## src/rtl/pipe_hazard_ctrl.sv

```systemverilog
// Stall/flush sequencer for the 5-stage pipeline: RUN / MEM_WAIT / RESUME FSM plus fixed-priority hazard strobes.
// Optional perf counters are built when PIPE_PERF_CNT_EN is defined; otherwise their ports read 0.
module pipe_hazard_ctrl #(
    parameter int TIMEOUT_CYC = 1024,
    parameter int CNT_W       = 16
) (
    input  logic             clk_i,
    input  logic             rst_i,
    input  logic             mem_stall_i,
    input  logic             idex_memread_i,
    input  logic [4:0]       idex_rt_i,
    input  logic [5:0]       ifid_op_i,
    input  logic [4:0]       ifid_rs_i,
    input  logic [4:0]       ifid_rt_i,
    input  logic             branch_taken_i,
    input  logic             jump_i,
    output logic             pc_hold_o,
    output logic             ifid_hold_o,
    output logic             ifid_flush_o,
    output logic             idex_bubble_o,
    output logic             pipe_stall_o,
    output logic [1:0]       state_o,
    output logic             timeout_o,
    output logic [CNT_W-1:0] stall_cyc_o,
    output logic [CNT_W-1:0] flush_cnt_o
);

    typedef enum logic [1:0] {
        RUN      = 2'd0,
        MEM_WAIT = 2'd1,
        RESUME   = 2'd2
    } state_t;

    typedef struct packed {
        logic pc_hold;
        logic ifid_hold;
        logic ifid_flush;
        logic idex_bubble;
        logic pipe_stall;
    } ctl_t;

    localparam int TW = $clog2(TIMEOUT_CYC + 1);

    state_t         state, state_nx;
    ctl_t           ctl, ctl_g;
    logic           lu;
    logic [TW-1:0]  to_cnt, to_cnt_nx;
    logic           timeout;

    assign lu = idex_memread_i && (idex_rt_i != 5'd0) &&
                ((idex_rt_i == ifid_rs_i) || (idex_rt_i == ifid_rt_i)) &&
                (ifid_op_i != 6'b111111);

    always_ff @(posedge clk_i or negedge rst_i) begin
        if (!rst_i) state <= RUN;
        else        state <= state_nx;
    end

    always_comb begin
        state_nx = state;
        ctl      = '0;
        case (state)
            RUN: begin
                if (mem_stall_i) begin
                    state_nx       = MEM_WAIT;
                    ctl.pc_hold    = 1'b1;
                    ctl.ifid_hold  = 1'b1;
                    ctl.pipe_stall = 1'b1;
                end else if (lu) begin
                    // Branch in ID is dropped here; it re-evaluates once the bubble passes.
                    ctl.pc_hold     = 1'b1;
                    ctl.ifid_hold   = 1'b1;
                    ctl.idex_bubble = 1'b1;
                end else if (branch_taken_i || jump_i) begin
                    ctl.ifid_flush = 1'b1;
                end
            end
            MEM_WAIT: begin
                ctl.pc_hold    = 1'b1;
                ctl.ifid_hold  = 1'b1;
                ctl.pipe_stall = 1'b1;
                if (!mem_stall_i) state_nx = RESUME;
            end
            RESUME: begin
                // Back end runs one cycle so the stalled load can retire; front end stays held.
                ctl.pc_hold   = 1'b1;
                ctl.ifid_hold = 1'b1;
                state_nx      = RUN;
            end
            default: state_nx = RUN;
        endcase
    end

    // Strobes are forced low while reset is asserted regardless of inputs.
    assign ctl_g = rst_i ? ctl : '0;

    assign pc_hold_o     = ctl_g.pc_hold;
    assign ifid_hold_o   = ctl_g.ifid_hold;
    assign ifid_flush_o  = ctl_g.ifid_flush;
    assign idex_bubble_o = ctl_g.idex_bubble;
    assign pipe_stall_o  = ctl_g.pipe_stall;
    assign state_o       = state;
    assign timeout_o     = timeout;

    assign to_cnt_nx = (to_cnt == TW'(TIMEOUT_CYC)) ? to_cnt : to_cnt + 1'b1;

    always_ff @(posedge clk_i or negedge rst_i) begin
        if (!rst_i) begin
            to_cnt  <= '0;
            timeout <= 1'b0;
        end else if (state == RUN && mem_stall_i) begin
            to_cnt <= '0;
        end else if (state == MEM_WAIT) begin
            to_cnt <= to_cnt_nx;
            if (to_cnt_nx == TW'(TIMEOUT_CYC)) timeout <= 1'b1;
        end
    end

`ifdef PIPE_PERF_CNT_EN
    logic [CNT_W-1:0] stall_cyc, flush_cnt;

    always_ff @(posedge clk_i or negedge rst_i) begin
        if (!rst_i) begin
            stall_cyc <= '0;
            flush_cnt <= '0;
        end else begin
            if (ctl_g.pc_hold && stall_cyc != '1)    stall_cyc <= stall_cyc + 1'b1;
            if (ctl_g.ifid_flush && flush_cnt != '1) flush_cnt <= flush_cnt + 1'b1;
        end
    end

    assign stall_cyc_o = stall_cyc;
    assign flush_cnt_o = flush_cnt;
`else
    assign stall_cyc_o = '0;
    assign flush_cnt_o = '0;
`endif

endmodule
```

## config.mk

```make
export PLATFORM = sky130hd
export DESIGN_NAME = pipe_hazard_ctrl
export DESIGN_NICKNAME = d
export VERILOG_FILES = /design/src/rtl/pipe_hazard_ctrl.sv
export SDC_FILE = /design/constraint.sdc
export NUM_CORES = 1
export LEC_CHECK = 0
export ABC_AREA = 1
export BUFFER_PORTS_ARGS = -buffer_cell sky130_fd_sc_hd__buf_2
export CAP_MARGIN = 10
export CORE_MARGIN = 1
export CORE_UTILIZATION = 30
export CTS_CLUSTER_DIAMETER = 30
export DETAILED_ROUTE_END_ITERATION = 8
export PLACE_DENSITY = 0.66
export SETUP_SLACK_MARGIN = 0.02
export SYNTH_ARGS = -nofsm -noshare
export SYNTH_HDL_FRONTEND = slang
export SYNTH_SLANG_ARGS = --single-unit
```

## constraint.sdc

```tcl
create_clock -name clk_i -period 2.2 [get_ports clk_i]
set_input_delay 0.11 -clock clk_i [delete_from_list [all_inputs] [get_ports clk_i]]
set_output_delay 0.11 -clock clk_i [all_outputs]
set_load 0.01 [all_outputs]
```

==> results.md, run 1 <==
- Register area share after synthesis: 26.2%
- Worst skew pair latency: 0.24 ns
- Root Buffer: clkbuf_8
- Clock Sinks: 14
- Post-synthesis register bit count: 14
- Setup TNS Final: 0 ns
- Hold path cells: 3
- Max-cap violations: 0
- Clock Tree Buf Depth: 2
- Leak: 0.794 nW
- Die width: 68.7 um
- Synth Area per Inst: 6.92 um2
- Register clock-pin slew on the reported worst setup and hold paths: 0.05 ns
- Worst Skew: 0.00252 ns
- RSZ-0062 raised after global routing: no
- CORE AREA: 4140 um2
- Max Freq: 0.587 GHz
- CTS buffer count: 3
- Cts repair resizes: 0
- Crit path from: state_o[0]$_DFFE_PN0P_
- Layout Cells excl Fill: 279
- Final Hold Vio Count: 0
- Reg2Reg Depth: 7
- Routed WL: 2.59 mm
- Status: finished clean
- Share of cells above drive strength 1: 17.5%
- Total grt overflow: 0
- Worst flop-to-flop path startpoint: state_o[0]$_DFFE_PN0P_
- Hold Startpoint: mem_stall_i
- Fin Hold WS: 0.226 ns
- Vias per inst: 4.25
- CTS H-tree lvls: 1
- Final ANT Viol Nets: 0
- Port Buf Inserts: 34
- Post-CTS Setup Bufs: 0
- Critical Path Sink Type: flip-flop
- HP Class: in2reg
- DP Area: 1440 um2
- IO Pins: 67
- Total via count in the routed design: 1187
- Residual DRC: 0
- Initial antenna violation count: 0
- Final setup vio count: 0
- Nets: 263
- Placed insts: 275
- Die height: 68.7 um
- TritonCTS clock tree: done
- Worst EP required: 2.35 ns
- Drt pass-1 iters: 4
- Slew Limit Fails: 0
- Synth cell types: 22
- P&R area growth vs syn: 11.7%
- First-pass GRT wire length: 4.57 mm
- Worst-path maximum fanout: 10
- Die ar.: 4720 um2
- Initial DRC count: 50
- Wire per inst: 9.29 um
- Mapped cell area: 1340 um2
- Critical path launch point type: flip-flop
- Number of diodes: 0
- Arr. time, crit path: 1.86 ns
- FP Rows: 23
- Post-DP HPWL: 2.21 mm
- Cells after Synth: 193
- Vias in the first global route: 1066
- GP Congestion: 0.796
- Initial Util: 32.2%
- Min Clock Period, post-route: 1.70 ns
- GRT Resource Usage Total: 13.1%
- Pwr per Cell Area: 657 nW/um2
- Post-route clock period utilization: 77.5%
- Post-route cell area: 1490 um2
- Final Util: 36.0%
- Crit path kind: reg2reg
- Yosys warning count: 0
- Maximum VDD drop: 495 uV
- Largest net degree at the start of global routing: 11
-- cell usage in the layout (no fill, tap or decap), types with 2 or more instances in the layout --
cell,n
ha_1,5
nor2_1,25
nand3_1,12
inv_1,21
xnor2_1,2
o21ai_0,7
clkbuf_8,3
nor3_1,2
o22ai_1,8
a21oi_1,4
xor2_1,11
nand4_1,4
dfrtp_1,14
buf_2,34
nand2_1,37
conb_1,32
-- synthesized netlist by cell type --
| library cell | instances | area share, % |
|---|---|---|
| nand4_1 | 4 | 1.9 |
| conb_1 | 1 | 0.28 |
| nand3_1 | 12 | 4.5 |
| nor3b_1 | 1 | 0.56 |
| nand3_2 | 1 | 0.75 |
| o21bai_1 | 1 | 0.56 |
| xnor2_1 | 2 | 1.3 |
| nor2_1 | 25 | 7.0 |
| nor3_1 | 2 | 0.75 |
| xor2_1 | 11 | 7.2 |
| dfrtp_1 | 14 | 26 |
| o21ai_0 | 7 | 2.6 |
| o22ai_1 | 8 | 3.7 |
| clkbuf_1 | 1 | 0.28 |
| inv_1 | 21 | 5.9 |
| or2_2 | 1 | 0.47 |
| nand2_1 | 37 | 10 |
| ha_1 | 5 | 4.7 |
| and2_1 | 1 | 0.47 |
| clkinv_1 | 1 | 0.28 |
| a21oi_1 | 4 | 1.5 |
| buf_4 | 33 | 19 |
-- timing repair --
item / CTS / global route
hold buffers: 1 / 0
setup endpoints to repair: 0 / 0
endpoints found under the hold margin: 14 / 0
-- cell families after synthesis --
logic type      Yosys count  share of synthesized area [%]
xor+xnor                 13                           8.53
buf+inv                  56                           25.0
compound gates           20                           8.44
flops                    14                           26.2
simple gates             84                           26.8
fa+ha+maj                 5                           4.69
other cells               1                          0.281
-- worst max-delay path: stages (launching register included) --
cell and delay, ns:
dfrtp_1 0.38, inv_1 0.07, ha_1 0.23, nand2_1 0.15, inv_1 0.07, nor2_1 0.17, clkinv_1 0.30, o22ai_1 0.26
-- final cells by class --
cell class | instances | area [um2]
multi-input cells | 154 | 767
well taps | 50 | 62.6
inverters | 22 | 82.6
flip-flops and latches | 14 | 350
clock buffers | 3 | 41.3
fillers | 446 | 2650
repair buffers | 36 | 188
-- state kept, by name (all words and copies together) (netlist names) --
register and flops:
to_cnt 11, state_o 2, timeout_o 1
-- power breakdown --
group	leakage [nW]	internal (mW)	total, mW	switching [mW]
clock	0.0216	0.121	0.200	0.0798
combinational	0.586	0.163	0.455	0.292
sequential	0.187	0.292	0.325	0.0329
total	0.794	0.576	0.980	0.404
-- final timing paths --
check / to / slack (ns)
min in group asynchronous: to_cnt[10]$_DFFE_PN0N_ / 0.25
max in group asynchronous: state_o[0]$_DFFE_PN0P_ / 1.59
min reg2reg: timeout_o$_DFFE_PN0P_ / 0.46
max reg2reg: to_cnt[6]$_DFFE_PN0N_ / 0.50
max: to_cnt[6]$_DFFE_PN0N_ / 0.50
min: state_o[0]$_DFFE_PN0P_ / 0.23
-- stage by stage --
step           power [mW]  setup slack, ns
3_5_place_dp        0.788            0.496
5_1_grt              1.09            0.308
2_1_floorplan       0.692            0.709
6_report            0.980            0.496
3_3_place_gp        0.782            0.569
4_1_cts             0.995            0.485
-- per-layer routing --
| metal | routed length [um] | track usage, % | vias up |
|---|---|---|---|
| met5 | 0 | 0 | - |
| met4 | 44 | 4.59 | 0 |
| met3 | 99 | 1.97 | 5 |
| met2 | 1300 | 23.0 | 35 |
| met1 | 1150 | 16.1 | 518 |
| li1 | - | - | 629 |
No activity file was read; power rests on OpenSTA's default activity.
==> inputs of run 2 (changes only) <==
clock period = 1.7 ns   (was 2.2 ns; I/O delays follow)
==> run 2 against run 1 <==
Against the previous run:
- global-route usage is 0.14 points lower
- critical endpoint is now pipe_stall_o
- sequential power is 30% higher
- clock skew is 0.00076 ns lower
- cell count up 0.36%
- final area increased by 2.2%
- register-to-register slack worse by 0.39 ns
- critical path depth grew 1
- worst setup slack lost 0.39 ns
- non-clock buffer count up 1
==> results.md, run 2 (synthesis gave the netlist of run 1 again) <==
- Final setup vio count: 0
- Post-route cell area: 1520 um2
- Die width: 68.7 um
- Critical path launch point type: flip-flop
- CTS buffer count: 3
- HP Class: in2reg
- Worst flop-to-flop path startpoint: to_cnt[0]$_DFFE_PN0N_
- Maximum VDD drop: 764 uV
- Sink of the worst hold path: state_o[0]$_DFFE_PN0P_
- RSZ-0062 raised after global routing: no
- Status: finished clean
- Post-DP HPWL: 2.19 mm
- Leading cell type in the layout, fill and taps excluded: nand2_1
- Number of flip-flops under the largest register name: 11
- Number of diodes: 0
- Pwr per Cell Area: 893 nW/um2
- Final Util: 36.8%
- Reg2reg end: timeout_o$_DFFE_PN0P_
- Total grt overflow: 0
- Fillcell total: 446
- First-pass GRT wire length: 4.51 mm
- Clock Sinks: 14
- Root Buffer: clkbuf_8
- Final Hold Vio Count: 0
- Die ar.: 4720 um2
- Hold path cells: 3
- Worst Skew: 0.00176 ns
- Routed WL: 2.68 mm
- Clock Tree Buf Depth: 2
- Min Clock Period, post-route: 1.59 ns
- Wire per inst: 9.58 um
- Fin Hold WS: 0.191 ns
- Residual DRC: 0
- Worst-path maximum fanout: 5
- FP Rows: 23
- Placed insts: 276
- Vias in the first global route: 1080
- Initial DRC count: 20
- Initial Util: 32.2%
- Final ANT Viol Nets: 0
- Share of cells above drive strength 1: 21.7%
- CTS H-tree lvls: 1
- Die height: 68.7 um
- P&R area growth vs syn: 14.2%
- Reg2Reg Depth: 8
- Crit path kind: reg2out
- Nets: 264
- Worst EP required: 1.62 ns
- Final Worst Setup Slack: 0.109 ns
- CORE AREA: 4140 um2
- Final Power: 1.36 mW
- Drt pass-1 iters: 4
- Arr. time, crit path: 1.51 ns
- Hold Startpoint: mem_stall_i
- R2R Setup Slk: 0.11 ns
- Register clock-pin slew on the reported worst setup and hold paths: 0.05 ns
- Layout Cells excl Fill: 280
- IO Pins: 67
- DP Area: 1450 um2
- Largest net degree at the start of global routing: 11
- Worst skew pair latency: 0.25 ns
- Initial antenna violation count: 0
- Leak: 0.798 nW
- Post-route clock period utilization: 93.6%
- GRT Resource Usage Total: 13.0%
- Max Freq: 0.629 GHz
- Setup TNS Final: 0 ns
- Biggest register: to_cnt
- Max-cap violations: 0
- Post-CTS Setup Bufs: 0
- Slew Limit Fails: 0
- GP Congestion: 0.850
- Vias per inst: 4.18
- Total via count in the routed design: 1171
- Critical Path Sink Type: primary output
- Most frequent cells in the layout: 36 x nand2_1, 34 x buf_2, 32 x conb_1, 24 x nor2_1, 18 x inv_1
- Port Buf Inserts: 34
- TritonCTS clock tree: done
- Dpl ws: 0.0125 ns
## run 2: cell count changes in the layout (fill, tap and decap cells not counted), sizes merged
cell and change:
clkinv -1, clkinvlp +1, buf +1
## run 2: cell type report
class	count	area [um2]	share of cell area [%]
Multi-Input combinational cell	154	788	51.7
Timing Repair Buffer	37	195	12.8
Clock buffer	3	41.3	2.71
Sequential cell	14	350	23.0
Tap cell	50	62.6	4.11
Inverter	22	86.3	5.67
## run 2: worst max-delay path by stage
stage | startpoint | to | slack [ns]
CTS | state_o[0]$_DFFE_PN0P_ | to_cnt[0]$_DFFE_PN0N_ | 0.06
global route | state_o[0]$_DFFE_PN0P_ | pipe_stall_o | 0.02
detailed placement | state_o[0]$_DFFE_PN0P_ | to_cnt[0]$_DFFE_PN0N_ | 0.01
floorplan | state_o[0]$_DFFE_PN0P_ | to_cnt[0]$_DFFE_PN0N_ | 0.21
finish | state_o[0]$_DFFE_PN0P_ | pipe_stall_o | 0.11
global placement | state_o[0]$_DFFE_PN0P_ | to_cnt[10]$_DFFE_PN0N_ | 0.11
## run 2: per-layer routing
metal	GRT usage, %	up-vias	share of wire [%]
li1	-	624	-
met4	6.89	0	1.9
met1	14.5	515	43
met3	3.13	5	2.8
met5	0	-	0
met2	22.5	27	52
## run 2: worst max-delay path, cell delays in order (launching register included)
cell and delay [ns]:
dfrtp_1 0.41, inv_2 0.07, ha_2 0.19, nand2_2 0.09
inv_2 0.09, nor2_4 0.04, buf_4 0.14, nor2_1 0.08
buf_2 0.13
## run 2: timing repair
| action | CTS | global route |
|---|---|---|
| resized for setup | 2 | 8 |
| pin swaps | 0 | 0 |
| setup endpoints to repair | 10 | 13 |
| hold endpoints to repair | 14 | 0 |
| hold buffers | 1 | 0 |
## run 2: where the power goes
part | switching, mW | total (mW) | internal (mW)
Clock | 0.116 | 0.273 | 0.157
Combinational | 0.413 | 0.664 | 0.252
Sequential | 0.0460 | 0.424 | 0.378
Total | 0.574 | 1.36 | 0.787
